[src/rtl/phase_detector_filter.sv]
// ADPLL front end: reference synchroniser, signed ref/fb phase detector and a
// random-walk loop filter that trims the DCO period, plus lock detection.
module phase_detector_filter #(
  parameter int unsigned ERR_W    = 8,
  parameter int unsigned K_TH     = 4,
  parameter int unsigned DEADBAND = 1,
  parameter int unsigned LOCK_CNT = 8
) (
  input  logic           clk,
  input  logic           rst_n,
  input  logic           en,
  input  logic           ref_in,
  input  logic           fb_in,
  output logic           ref_rise,
  output logic           add_pulse,
  output logic           sub_pulse,
  output logic [ERR_W:0] phase_err,
  output logic           locked
);

  localparam int unsigned PW = ERR_W + 1;
  localparam int unsigned KW = 5;
  localparam int unsigned LW = 8;

  localparam logic [ERR_W-1:0]     ERR_MAX   = '1;
  localparam logic signed [PW-1:0] ERR_MAX_S = PW'(ERR_MAX);
  localparam logic signed [PW-1:0] DB_POS    = PW'(DEADBAND);
  localparam logic signed [PW-1:0] DB_NEG    = -DB_POS;
  localparam logic signed [KW-1:0] K_MAX     = KW'(K_TH - 1);
  localparam logic signed [KW-1:0] K_MIN     = -K_MAX;
  localparam logic [LW-1:0]        LOCK_MAX  = LW'(LOCK_CNT);

  localparam logic [1:0] S_IDLE     = 2'd0;
  localparam logic [1:0] S_WAIT_FB  = 2'd1;
  localparam logic [1:0] S_WAIT_REF = 2'd2;

  logic                 s1_q, s2_q, s2d_q, fb_d_q;
  logic                 ref_ev_c, fb_ev_c;
  logic [1:0]           state_q, state_d;
  logic [ERR_W-1:0]     err_cnt_q, err_cnt_d;
  logic signed [PW-1:0] cnt_s_c, err_c;
  logic                 close_c, up_c, dn_c;
  logic signed [KW-1:0] k_cnt_q, k_cnt_d;
  logic [LW-1:0]        lock_cnt_q, lock_cnt_d;
  logic                 locked_q, locked_d;
  logic                 add_q, add_d, sub_q, sub_d;
  logic                 ref_rise_q;
  logic [PW-1:0]        perr_q, perr_d;

  assign ref_ev_c = s2_q & ~s2d_q;
  assign fb_ev_c  = fb_in & ~fb_d_q;
  assign cnt_s_c  = $signed({1'b0, err_cnt_q});
  assign up_c     = close_c && (err_c > DB_POS);
  assign dn_c     = close_c && (err_c < DB_NEG);

  // Edge-ordering FSM: decides when a measurement closes and with what error.
  always_comb begin
    state_d   = state_q;
    err_cnt_d = err_cnt_q;
    close_c   = 1'b0;
    err_c     = '0;
    if (!en) begin
      state_d   = S_IDLE;
      err_cnt_d = '0;
    end else begin
      case (state_q)
        S_IDLE: begin
          if (ref_ev_c && fb_ev_c) begin
            close_c = 1'b1;
          end else if (ref_ev_c) begin
            state_d   = S_WAIT_FB;
            err_cnt_d = ERR_W'(1);
          end else if (fb_ev_c) begin
            state_d   = S_WAIT_REF;
            err_cnt_d = ERR_W'(1);
          end
        end
        S_WAIT_FB: begin
          if (fb_ev_c) begin
            close_c = 1'b1;
            err_c   = cnt_s_c;
            if (ref_ev_c) err_cnt_d = ERR_W'(1);
            else          state_d   = S_IDLE;
          end else if (ref_ev_c) begin
            close_c   = 1'b1;
            err_c     = ERR_MAX_S;
            err_cnt_d = ERR_W'(1);
          end else if (err_cnt_q == ERR_MAX) begin
            close_c = 1'b1;
            err_c   = ERR_MAX_S;
            state_d = S_IDLE;
          end else begin
            err_cnt_d = err_cnt_q + ERR_W'(1);
          end
        end
        S_WAIT_REF: begin
          if (ref_ev_c) begin
            close_c = 1'b1;
            err_c   = -cnt_s_c;
            if (fb_ev_c) err_cnt_d = ERR_W'(1);
            else         state_d   = S_IDLE;
          end else if (fb_ev_c) begin
            close_c   = 1'b1;
            err_c     = -ERR_MAX_S;
            err_cnt_d = ERR_W'(1);
          end else if (err_cnt_q == ERR_MAX) begin
            close_c = 1'b1;
            err_c   = -ERR_MAX_S;
            state_d = S_IDLE;
          end else begin
            err_cnt_d = err_cnt_q + ERR_W'(1);
          end
        end
        default: state_d = S_IDLE;
      endcase
    end
  end

  // Random-walk filter and lock tracking, advanced once per closed measurement.
  always_comb begin
    k_cnt_d    = k_cnt_q;
    lock_cnt_d = lock_cnt_q;
    locked_d   = locked_q;
    add_d      = 1'b0;
    sub_d      = 1'b0;
    perr_d     = perr_q;
    if (!en) begin
      k_cnt_d    = '0;
      lock_cnt_d = '0;
      locked_d   = 1'b0;
    end else if (close_c) begin
      perr_d = err_c;
      if (up_c) begin
        lock_cnt_d = '0;
        locked_d   = 1'b0;
        if (k_cnt_q == K_MAX) begin
          sub_d   = 1'b1;
          k_cnt_d = '0;
        end else begin
          k_cnt_d = k_cnt_q + KW'(1);
        end
      end else if (dn_c) begin
        lock_cnt_d = '0;
        locked_d   = 1'b0;
        if (k_cnt_q == K_MIN) begin
          add_d   = 1'b1;
          k_cnt_d = '0;
        end else begin
          k_cnt_d = k_cnt_q - KW'(1);
        end
      end else begin
        if (lock_cnt_q != LOCK_MAX) lock_cnt_d = lock_cnt_q + LW'(1);
        if (lock_cnt_d == LOCK_MAX) locked_d = 1'b1;
      end
    end
  end

  always_ff @(posedge clk) begin
    if (!rst_n) begin
      s1_q       <= 1'b0;
      s2_q       <= 1'b0;
      s2d_q      <= 1'b0;
      fb_d_q     <= 1'b0;
      ref_rise_q <= 1'b0;
      state_q    <= S_IDLE;
      err_cnt_q  <= '0;
      k_cnt_q    <= '0;
      lock_cnt_q <= '0;
      locked_q   <= 1'b0;
      add_q      <= 1'b0;
      sub_q      <= 1'b0;
      perr_q     <= '0;
    end else begin
      s1_q       <= ref_in;
      s2_q       <= s1_q;
      s2d_q      <= s2_q;
      fb_d_q     <= fb_in;
      ref_rise_q <= ref_ev_c;
      state_q    <= state_d;
      err_cnt_q  <= err_cnt_d;
      k_cnt_q    <= k_cnt_d;
      lock_cnt_q <= lock_cnt_d;
      locked_q   <= locked_d;
      add_q      <= add_d;
      sub_q      <= sub_d;
      perr_q     <= perr_d;
    end
  end

  assign ref_rise  = ref_rise_q;
  assign add_pulse = add_q;
  assign sub_pulse = sub_q;
  assign phase_err = perr_q;
  assign locked    = locked_q;

endmodule

[config.mk]
export PLATFORM = sky130hd
export DESIGN_NAME = phase_detector_filter
export DESIGN_NICKNAME = d
export VERILOG_FILES = /design/src/rtl/phase_detector_filter.sv
export SDC_FILE = /design/constraint.sdc
export NUM_CORES = 1
export LEC_CHECK = 0
export CELL_PAD_IN_SITES_DETAIL_PLACEMENT = 1
export CELL_PAD_IN_SITES_GLOBAL_PLACEMENT = 2
export CORE_UTILIZATION = 32
export CTS_CLUSTER_DIAMETER = 40
export DETAILED_ROUTE_END_ITERATION = 7
export HOLD_SLACK_MARGIN = 0.1
export PLACE_DENSITY = 0.89
export SLEW_MARGIN = 10
export SYNTH_ARGS = -nofsm -noshare
export SYNTH_HDL_FRONTEND = slang
export SYNTH_SLANG_ARGS = --single-unit
export TNS_END_PERCENT = 50
[constraint.sdc]
create_clock -name clk -period 2.67 [get_ports clk]
set_input_delay 0.4005 -clock clk [delete_from_list [all_inputs] [get_ports clk]]
set_output_delay 0.4005 -clock clk [all_outputs]
set_load 0.01 [all_outputs]
After elaboration in Yosys (flattened, before gate mapping)
Index checks and enable logic that the tools add are counted.
- add/subtract/negate cells: 5
- multiply operators: 0
- div/mod/pow operators: 0
- order comparisons: 2
- equal/unequal tests: 12
- shift-type cells: 0
- multiplexer cells: 53
- bitwise logic cells: 8
- reduce and logical (&&, ||, !) cells: 15
- operators with widths (cell ; number):
    2-to-1 mux 8 bit ; 19
    2-to-1 mux 9 bit ; 4
    case mux 8 bit (3 select lines) ; 1
    2-to-1 mux 2 bit ; 10
    2-to-1 mux 5 bit ; 4
    case mux 9 bit (2 select lines) ; 1
    adder 8 x 1 -> 8 bit (second input constant) ; 2
    2-to-1 mux 1 bit ; 12
    == test 5 x 3 -> 1 bit (second input constant) ; 2
    > comparator 9 x 2 -> 1 bit (second input constant) ; 1
    < comparator 9 x 1 -> 1 bit (second input constant) ; 1
    negation 8 -> 9 bit ; 1
    == test 8 x 4 -> 1 bit (second input constant) ; 1
    == test 8 bit (second input constant) ; 1
    != test 8 x 4 -> 1 bit (second input constant) ; 1
    AND reduction 2 bit ; 4
    AND reduction 4 bit ; 2
    != test 2 bit (second input constant) ; 3
    != test 3 bit (second input constant) ; 2
    inverter 1 bit ; 6
    case mux 2 bit (3 select lines) ; 1
    nonzero test 3 bit ; 2
    adder 5 x 2 -> 5 bit (second input constant) ; 1
    OR reduction 5 bit ; 1
    9 further kinds ; 12
- register bits after elaboration: 40
- bits in latches: 0
- RAM bits: 0
- bits in read-only memories: 0
- output and inout bits: 13
- word-level logic and storage cells: 108
- memories kept: 0

Longest topological paths before layout
- depth after elaboration: 16
- mapped depth: 12
- mapped depth without buffers: 10

Least setup slack after synthesis
No wires, ideal clock.
- path kind: reg2reg
- start: reg err_cnt_q[0]
- end: reg k_cnt_q[4]
- setup time: 0.077 ns
- arrival time: 2.453 ns
- setup slack: 0.140 ns
- cell stages (with the launch flop): 10
- buffers on the path: 0
- cells stage by stage: dfxtp_1 > ha_1 > nand4_1 > nor2_4 > o21ai_1 > a221o_1 > nor3_2 > o31ai_4 > or3_1 > a41oi_2
- longest elaborated chain between the ends: 10
- RTL lines (element ; line ; text):
    start, declared ; 40 ; logic [ERR_W-1:0] err_cnt_q, err_cnt_d;
    start signal, assigned ; 180 ; err_cnt_q <= err_cnt_d;
    parallel branches: the longest is 10 deep, another holds negation 8 -> 9 bit ; -- ;
    end signal, assigned ; 181 ; k_cnt_q <= k_cnt_d;
    end, declared ; 43 ; logic signed [KW-1:0] k_cnt_q, k_cnt_d;
Parallel ways; which one is timed is not known.
A chain may end at the register's enable or synchronous reset.

Worst setup path in the final report
Ends and elaborated chain as after synthesis.

==> flow_metrics.py <==
metrics = {
    "timing": {
        "slew_violations": 0,
        "clock_skew_ns": 0.0116,
        "fmax_mhz": 383,
        "finalSetupTns_ns": 0,
        "rsz0062_at_grt": "true",
        "setup_slack_ns": 0.0562,
        "hold_violations": 0,
        "whs_ns": 0.439,
        "worst_pin_slew_ns": 0.593,
        "layout_min_cycle_time_ns": 2.61,
        "setup_violations": 0,
        "slew-limit-headroom": 0.604,
        "fin_crit_sh": 0.979,
    },
    "layout": {
        "drive_above_1_share": 0.233,
        "post-route-util": 0.430,
        "n_fill_cell": 1095,
        "postLayoutCellArea_sq_um": 3730,
        "seq_area_sq_um": 808,
        "diodes": 0,
        "syn_to_final_growth_pct": 31.0,
        "nets": 457,
        "multi_input_area_sq_um": 1970,
        "final_cells": 550,
    },
    "setup_path": {
        "cp_data_required_time_ns": 2.91,
        "crit_fanout": 5,
        "worstPathArrival_ns": 2.85,
        "setup.worst_path.end_class": "register",
        "worstSetupPathType": "reg2reg",
        "setup.worst_path.start_class": "register",
    },
    "clocking": {
        "clk_pin_slew_ns": 0.09,
        "cts_buffers": 5,
        "root_buffer": "clkbuf_8",
        "clockBufferDepth": 2,
        "clock_latency_ns": 0.31,
        "cts.sinks": 40,
        "ctsHtreeMaxLevel": 2,
        "hold_buffers": 0,
        "cts_tree": "yes",
    },
    "die": {
        "row_count": 34,
        "core_area_sq_um": 8680,
        "die_height_um": 96.3,
        "die_x_um": 96.3,
        "die_area_sq_um": 9280,
        "start_util": 0.328,
        "ios": 18,
    },
    "global_routing": {
        "grt_use_total": 0.210,
        "grt_pass1_wl_mm": 15.1,
        "antenna_found_initial": 0,
        "grt-ovfl-total": 0,
        "grt_max_degree": 25,
        "first_global_vias": 3009,
    },
    "logic_synthesis": {
        "synth_top_flop_cell": "dfxtp_1",
        "syn_nets": 395,
        "synth.most_common_cell": "dfxtp_1",
        "synth.area.top_cells": "dfxtp_1, a21oi_1, ha_1, nor2_1, nor3_1",
        "synth_edf_count": 0,
        "ys_ff_latch": 40,
        "syn_avg_cell_area_sq_um": 7.51,
        "yosys.cell_types.count": 70,
        "synth_top_area_share": 0.281,
        "synthTopCellsByCount": "dfxtp_1, nor2_1, a21oi_1, nand2_1, nor3_1",
        "yosysSeqAreaShare": 0.281,
        "yosysWarnings": 0,
        "yosys.area.top_type": "dfxtp_1",
        "async_flop_share": 0,
        "syn_inst": 379,
        "netlist_area_sq_um": 2850,
    },
    "hold_path": {
        "min_path_type": "reg2reg",
    },
    "routing": {
        "drtIter0Drc": 131,
        "antenna_left": 0,
        "avgViaCountPerCell": 5.62,
        "routed_wl_mm": 9.65,
        "dr.pass1.iters": 4,
        "drc": 0,
        "vias": 3090,
        "wl_per_cell_um": 17.5,
    },
    "power": {
        "power.internal_mw": 0.950,
        "powerDensity_nw_per_um2": 346,
        "clkPwrFrac": 0.404,
        "p_seq_frac": 0.468,
        "total_power_mw": 1.29,
        "p_sw_frac": 0.265,
        "switchingPower_mw": 0.341,
        "peakVddDrop_mv": 0.163,
        "p_comb_frac": 0.128,
        "p_leak_nw": 1.39,
    },
    "placement": {
        "place_congestion": 0.890,
        "place.port_buffers": 17,
        "dp.cells": 529,
        "postPlaceCellArea_sq_um": 3420,
        "dp_hpwl_mm": 6.84,
        "pre_cts_ws_ns": -0.169,
    },
    "run": {
        "cap_violations": 0,
    },
    "run_status": {
        "status": "completed",
    },
}
==> repair_timing <==
| action | 4_1_cts | 5_1_grt |
|---|---|---|
| pin swaps | 1 | 8 |
| setup buffers | 2 | 10 |
| cloned | 1 | 0 |
| setup endpoints to repair | 8 | 13 |
| gates resized for setup | 4 | 20 |
==> critical path, stage by stage (launching register included) <==
cell and delay, ns:
dfxtp_2 0.37, ha_1 0.19, nand4_1 0.18, buf_4 0.19
or2_1 0.26, nand3_1 0.11, a22oi_2 0.11, nor4b_4 0.31
a41o_2 0.32, buf_6 0.13, buf_4 0.10, nand3_2 0.07
a41oi_2 0.20
==> power groups by stage <==
stage                     Clock [mW]  Sequential [mW]  Combinational (mW)
after floorplan                    0            0.619              0.0875
after global placement             0            0.618               0.150
after global routing           0.560            0.605               0.178
after CTS                      0.539            0.605               0.156
final                          0.522            0.604               0.165
after detailed placement           0            0.619               0.153
==> flip-flops by register name, summed over array words and instances, names as in the netlist <==
signal	count
s2_q	1
sub_pulse	1
phase_err	9
fb_d_q	1
lock_cnt_q	8
ref_rise	1
k_cnt_q	5
err_cnt_q	8
locked	1
add_pulse	1
s2d_q	1
s1_q	1
state_q	2
==> kinds of logic after synthesis <==
group | count (synthesis) | share of synthesized area
compound gates | 106 | 0.263
flops | 40 | 0.281
simple gates | 172 | 0.315
mux | 3 | 0.0105
fa+ha+maj | 11 | 0.0483
xor+xnor | 8 | 0.0246
buf+inv | 39 | 0.0571
==> placed cells by master, fill, tap and decap left out, drive strengths merged, types with 3 or more instances in the layout <==
| cell type | Yosys | routed |
|---|---|---|
| a211oi | 3 | 3 |
| a21oi | 32 | 32 |
| a22oi | 5 | 5 |
| a31oi | 4 | 4 |
| and2 | 10 | 10 |
| and3 | 7 | 7 |
| buf | 6 | 62 |
| clkbuf | 19 | 5 |
| clkdlybuf4s50 | 0 | 17 |
| dfxtp | 40 | 40 |
| ha | 11 | 11 |
| inv | 14 | 14 |
| mux2i | 3 | 3 |
| nand2 | 32 | 32 |
| nand2b | 4 | 4 |
| nand3 | 22 | 22 |
| nand4 | 6 | 6 |
| nor2 | 37 | 37 |
| nor2b | 12 | 12 |
| nor3 | 25 | 25 |
| nor4 | 4 | 4 |
| nor4b | 3 | 3 |
| o211ai | 4 | 4 |
| o21ai | 22 | 22 |
| o311ai | 4 | 4 |
| o31ai | 5 | 5 |
| or2 | 3 | 3 |
| or3 | 3 | 3 |
| xnor2 | 7 | 7 |
==> path summary, 6_finish.rpt <==
| kind | from | to | slack [ns] | cells past startpoint |
|---|---|---|---|---|
| worst max-delay path | err_cnt_q[0]$_SDFFE_PN0P_ | k_cnt_q[4]$_SDFFE_PN0P_ | 0.06 | 12 |
| worst min-delay path | s1_q$_SDFF_PN0_ | s2_q$_SDFF_PN0_ | 0.44 | 1 |
| worst max register to register | err_cnt_q[0]$_SDFFE_PN0P_ | k_cnt_q[4]$_SDFFE_PN0P_ | 0.06 | 12 |
| worst min register to register | s1_q$_SDFF_PN0_ | s2_q$_SDFF_PN0_ | 0.44 | 1 |
==> area by class of cell <==
type | instances | area share
Tap cell | 108 | 0.0362
Sequential cell | 40 | 0.217
Multi-Input combinational cell | 301 | 0.529
Clock buffer | 5 | 0.0184
Timing Repair Buffer | 79 | 0.173
Inverter | 14 | 0.0141
Clock inverter | 3 | 0.0127
==> routing by layer <==
metal / share of wire / vias up / wire length, um / track usage
li1: - / 1506 / - / -
met1: 0.45 / 1517 / 4330 / 0.264
met2: 0.52 / 53 / 4970 / 0.372
met3: 0.024 / 14 / 232 / 0.0308
met4: 0.012 / 0 / 114 / 0.0576
met5: 0 / - / 0 / 0
Note: power is estimated with default switching activity, not from simulation.
